## config.mk

```make
export PLATFORM = sky130hd
export DESIGN_NAME = proc_controller
export DESIGN_NICKNAME = d
export VERILOG_FILES = /design/src/rtl/proc_controller.sv
export SDC_FILE = /design/constraint.sdc
export NUM_CORES = 1
export LEC_CHECK = 0
export BUFFER_PORTS_ARGS = -buffer_cell sky130_fd_sc_hd__buf_2
export CORE_ASPECT_RATIO = 0.8
export CORE_MARGIN = 2
export CORE_UTILIZATION = 27
export CTS_CLUSTER_DIAMETER = 60
export DETAILED_ROUTE_END_ITERATION = 12
export SYNTH_ARGS = -nofsm -noshare
export SYNTH_HDL_FRONTEND = slang
export SYNTH_SLANG_ARGS = --single-unit
```

## constraint.sdc

```tcl
create_clock -name Clk -period 2.25 [get_ports Clk]
set_clock_uncertainty 0.05 [all_clocks]
set_input_delay 0.45 -clock Clk [delete_from_list [all_inputs] [get_ports Clk]]
set_output_delay 0.45 -clock Clk [all_outputs]
set_load 0.02 [all_outputs]
```

## src/rtl/proc_controller.sv

```systemverilog
// Multi-cycle control unit: owns PC and IR, fetches from a synchronous ROM and
// sequences data-memory, register-file and ALU controls one instruction at a time.
module proc_controller #(
    parameter int PC_W = 7,
    parameter int DA_W = 8
) (
    input  logic            Clk,
    input  logic            Reset_n,
    input  logic [15:0]     I_data,
    output logic [PC_W-1:0] PC_Addr,
    output logic [15:0]     IR_Out,
    output logic [DA_W-1:0] D_Addr,
    output logic            D_Wr,
    output logic            RF_s,
    output logic            RF_W_en,
    output logic [3:0]      RF_W_Addr,
    output logic [3:0]      RF_Ra_Addr,
    output logic [3:0]      RF_Rb_Addr,
    output logic [2:0]      ALU_s0,
    output logic            Halted,
    output logic [3:0]      State_Out
);

    typedef enum logic [3:0] {
        S_INIT   = 4'd0,
        S_FETCH  = 4'd1,
        S_DECODE = 4'd2,
        S_NOOP   = 4'd3,
        S_LOAD_A = 4'd4,
        S_LOAD_B = 4'd5,
        S_STORE  = 4'd6,
        S_ADD    = 4'd7,
        S_SUB    = 4'd8,
        S_HALT   = 4'd9
    } state_t;

    state_t          state, state_nxt;
    logic [PC_W-1:0] pc_nxt;
    logic [15:0]     ir_nxt;

    logic [7:0] d_addr_nxt;
    logic       d_wr_nxt, rf_s_nxt, rf_w_en_nxt, halted_nxt;
    logic [3:0] rf_w_addr_nxt, rf_ra_addr_nxt, rf_rb_addr_nxt;
    logic [2:0] alu_s0_nxt;

    always_comb begin
        state_nxt = state;
        pc_nxt    = PC_Addr;
        ir_nxt    = IR_Out;
        case (state)
            S_INIT: begin
                pc_nxt    = '0;
                state_nxt = S_FETCH;
            end
            S_FETCH: begin
                ir_nxt    = I_data;
                pc_nxt    = PC_Addr + PC_W'(1);
                state_nxt = S_DECODE;
            end
            S_DECODE: begin
                case (IR_Out[15:12])
                    4'b0001: state_nxt = S_STORE;
                    4'b0010: state_nxt = S_LOAD_A;
                    4'b0011: state_nxt = S_ADD;
                    4'b0100: state_nxt = S_SUB;
                    4'b0101: state_nxt = S_HALT;
                    default: state_nxt = S_NOOP;
                endcase
            end
            S_LOAD_A: state_nxt = S_LOAD_B;
            S_NOOP, S_STORE, S_LOAD_B, S_ADD, S_SUB: state_nxt = S_FETCH;
            S_HALT:   state_nxt = S_HALT;
            default:  state_nxt = S_INIT;
        endcase
    end

    // Outputs are decoded from the upcoming state/IR so that the registered
    // copies line up with the state they belong to.
    always_comb begin
        d_addr_nxt     = '0;
        d_wr_nxt       = 1'b0;
        rf_s_nxt       = 1'b0;
        rf_w_en_nxt    = 1'b0;
        rf_w_addr_nxt  = '0;
        rf_ra_addr_nxt = '0;
        rf_rb_addr_nxt = '0;
        alu_s0_nxt     = 3'b000;
        halted_nxt     = 1'b0;
        case (state_nxt)
            S_LOAD_A: begin
                d_addr_nxt = ir_nxt[11:4];
                rf_s_nxt   = 1'b1;
            end
            S_LOAD_B: begin
                d_addr_nxt    = ir_nxt[11:4];
                rf_s_nxt      = 1'b1;
                rf_w_addr_nxt = ir_nxt[3:0];
                rf_w_en_nxt   = 1'b1;
            end
            S_STORE: begin
                d_addr_nxt     = ir_nxt[7:0];
                rf_ra_addr_nxt = ir_nxt[11:8];
                d_wr_nxt       = 1'b1;
            end
            S_ADD, S_SUB: begin
                rf_ra_addr_nxt = ir_nxt[11:8];
                rf_rb_addr_nxt = ir_nxt[7:4];
                rf_w_addr_nxt  = ir_nxt[3:0];
                rf_w_en_nxt    = 1'b1;
                alu_s0_nxt     = (state_nxt == S_ADD) ? 3'b001 : 3'b010;
            end
            S_HALT: halted_nxt = 1'b1;
            default: ;
        endcase
    end

    // Asynchronous reset clears every registered output, so an in-flight write
    // enable drops the instant Reset_n falls.
    always_ff @(posedge Clk or negedge Reset_n) begin
        if (!Reset_n) begin
            state      <= S_INIT;
            PC_Addr    <= '0;
            IR_Out     <= '0;
            D_Addr     <= '0;
            D_Wr       <= 1'b0;
            RF_s       <= 1'b0;
            RF_W_en    <= 1'b0;
            RF_W_Addr  <= '0;
            RF_Ra_Addr <= '0;
            RF_Rb_Addr <= '0;
            ALU_s0     <= 3'b000;
            Halted     <= 1'b0;
        end else begin
            state      <= state_nxt;
            PC_Addr    <= pc_nxt;
            IR_Out     <= ir_nxt;
            D_Addr     <= DA_W'(d_addr_nxt);
            D_Wr       <= d_wr_nxt;
            RF_s       <= rf_s_nxt;
            RF_W_en    <= rf_w_en_nxt;
            RF_W_Addr  <= rf_w_addr_nxt;
            RF_Ra_Addr <= rf_ra_addr_nxt;
            RF_Rb_Addr <= rf_rb_addr_nxt;
            ALU_s0     <= alu_s0_nxt;
            Halted     <= halted_nxt;
        end
    end

    assign State_Out = state;

endmodule

```

==> results.toml <==
[status]
status = "finished clean"

[critical_path]
critical_path.slowest_cell = "dfrtp_1"
worst_ep_arrival_time_ns = 2.12
worstPathBufferInverterCount = 1
critical_path.max_stage_delay_ns = 0.54
timing.critical_path.cells = "and2b_2, nor3b_4, buf_12, mux2i_1, o22ai_1"
crit_path_max_fanout = 20
worst-r2r-setup-slack_ns = 0.25
critical_path.startpoint_type = "register"
critPathTopFamily = "flip-flops"
worst-setup-path-type = "reg -> reg"
critPathRequiredTime_ns = 2.37
crit_path_end_kind = "register"

[logic_synthesis]
synth_area_leaders = "dfrtp_1 61%, mux2i_1 5.9%, inv_1 2.9%, buf_6 2.6%, nand2_1 2.2%"
combinational_family_with_the_most_area_after_synthesis = "compound AO/OA/AOI/OAI gates"
yosys.area_share.xor_xnor_pct = 0.400
synth_compound_gate_area_share_pct = 13.2
synth.area.mux_share_pct = 6.98
synthDistinctLibCells = 43
synth-edff-count = 0
dominant_register_cell_in_the_synthesized_netlist = "dfrtp_1"
synth_simple_gate_area_share_pct = 11.5
gate_count_post_synth = 185
synthAdderAreaFrac_pct = 0.572
synth.cell_area_mm2 = 0.00219
synth-async-reset-ratio_pct = 100
synthesis.nets = 204
ys.warnings.count = 0
synth_top_area_share_pct = 60.6
synth-seq-area-share_pct = 60.6
synth_largest_area_cell = "dfrtp_1"
flip_flop_and_latch_count_after_synthesis = 53
syn_area_per_cell_um2 = 11.8

[sta]
unrepaired_setup_endpoints_after_global_routing = "no"
final_hold_viol_count = 0
final_critical_path_setup_slack_ns = 0.253
min_period_over_period_pct = 88.8
worst_slew_pin_slew_ns = 0.511
final_period_minus_worst_setup_slack_ns = 2.00
fin_max_slew_vios = 0
setup-tns-final_ns = 0
max_clock_freq_mhz = 501
max_slew_headroom_at_the_worst_pin_pct = 65.9
final-setup-viol-count = 0

[routing]
drc = 0
met3_wire_len_um = 375
topRoutingLayerUsed = "met4"
drt-vias-per-instance = 4.44
detailedRoute.firstIterationViolations = 89
dr_total_vias = 1616
routed_wl_mm = 5.40
drt_first_pass_iters = 4
postRouteAntennaNets = 0
wl_per_cell_um = 14.8
met2_length_mm = 2.19
detailed_routing_wirelength_on_met1_mm = 2.80

[cells_and_area]
finalNetCount = 274
layout-drive-gt1-share_pct = 37.5
finish.instance_area_mm2 = 0.00279
area_delta_synth_final_pct = 27.3
antenna-diode-count = 0

[grt]
global_route_wire_length_before_repair_mm = 8.82
grt_antenna_before_repair = 0
largest_net_degree_at_the_start_of_global_routing = 33
global_route.usage.total_pct = 12.8
first_global_vias = 1611
global_route.overflow_total = 0

[cts]
cts.path.max_buffers = 2
clock_tree_from_tritoncts = "built"
h-tree-depth = 2
cts_post_setup_buffers_inserted = 0
clk_pin_slew_ns = 0.10
cts_hold_buf = 0
post_cts_resize_count = 0
cts-root-buf = "clkbuf_8"
tritoncts.num_buffers = 5
clock-sinks = 53
clk_latency_ns = 0.30

[placed_design]
routabilityCongestion = 0.800
pre_cts_slack_ns = 0.261
post_dp_cell_area_mm2 = 0.00265
dp_hpwl_mm = 4.02
io_buffers = 70

[pwr]
power_per_cell_area_mw_per_mm2 = 1460
cellLeakagePower_nw = 1.48
vdd_ir_drop_max_v = 0.000363

[floorplanning]
die_x_um = 105
core-area_mm2 = 0.00791
num_rows = 29
top_level_ports = 72
die_height_um = 84.5
die_area_mm2 = 0.00884
initial_core_util_pct = 27.6

[job]
max_cap_viol_count = 0

[worst_hold_path]
hold_path_class = "in -> async"
## cells in the mapped netlist (all sizes together), types with 2 or more instances
library cell and number:
dfrtp 53, inv 17, nand2 14, mux2i 13
nor2 9, o22ai 8, a21oi 7, buf 6
a211oi 5, nor3 5, o21ai 5, a22o 4
clkbuf 4, a21o 3, nand2b 3, and2b 2
mux2 2, nand3 2, nor3b 2, nor4 2
o21a 2, o21bai 2, o41ai 2, or3 2
## cells in the final DEF, fill, tap and decap left out, types with 2 or more instances in the layout
cell type / count
clkbuf_8: 5
o22ai_1: 7
buf_2: 70
a211oi_1: 5
bufinv_16: 2
nand3_1: 2
nand2_1: 13
nand2b_1: 2
and2b_2: 2
nor2_1: 9
o21bai_1: 2
o21ai_0: 5
o41ai_1: 2
mux2i_1: 13
o21a_1: 2
inv_1: 17
dfrtp_1: 53
a21o_1: 2
a22o_2: 3
nor3_1: 5
a21oi_1: 7
nor4_1: 2
buf_12: 2
mux2_2: 2
## sequential cells by signal, indices dropped and copies added, names as in the netlist
register / cells
State_Out: 4
D_Addr: 8
RF_Rb_Addr: 4
RF_W_Addr: 4
ALU_s0: 2
Halted: 1
RF_s: 1
PC_Addr: 7
RF_Ra_Addr: 4
RF_W_en: 1
IR_Out: 16
D_Wr: 1
## final timing paths
check	startpoint	end	depth (start not counted)
worst max-delay path	State_Out[0]	D_Addr[0]	5
worst max register to register	State_Out[0]	D_Addr[0]	5
min in group Clk	I_data[14]	IR_Out[14]	3
worst min register to register	PC_Addr[6]	PC_Addr[6]	2
max in group asynchronous	Reset_n	RF_Ra_Addr[3]	2
worst min-delay path	Reset_n	PC_Addr[5]	1
## metal layers
layer  track usage [%]  up-vias
met5                 0        -
met4              3.27        0
met2              17.2       53
met1              19.3      779
met3              4.58        5
li1                  -      779
## logic make-up (layout without fill, tap and decap cells)
logic type               after synthesis  count (layout)
buffers and inverters                 27              98
adder cells (fa/ha/maj)                1               1
flip-flops                            53              53
XOR/XNOR                               1               1
other                                  1               1
AO/OA/AOI/OAI                         41              41
AND/OR/NAND/NOR                       46              46
multiplexers                          15              15
## where the power goes
group | leakage (nW) | internal [mW] | switching [mW]
clock | 0.0687 | 0.448 | 0.326
combinational | 0.722 | 0.680 | 1.12
sequential | 0.691 | 1.23 | 0.260
total | 1.48 | 2.36 | 1.70
## area by class of cell
class                      count  area [µm²]
multi-input combinational    105         724
inverter                      17        63.8
sequential                    53        1330
clock inverter                 3        68.8
fill                         836        5120
tap                          108         135
timing repair buffer          73         398
clock buffer                   5        68.8
## stage by stage
stage / util (%) / power (mW) / hold WS, ns / std cells
2_1_floorplan: - / 2.71 / 0.104 / 185
3_3_place_gp: 33.5 / 3.30 / 0.413 / 356
3_5_place_dp: 33.5 / 3.32 / 0.397 / 356
4_1_cts: 35.2 / 4.10 / 0.0571 / 364
5_1_grt: 35.2 / 4.35 / 0.0917 / 364
6_report: 35.2 / 4.06 / 0.0483 / 364
Power figures use the tool's default switching activity.
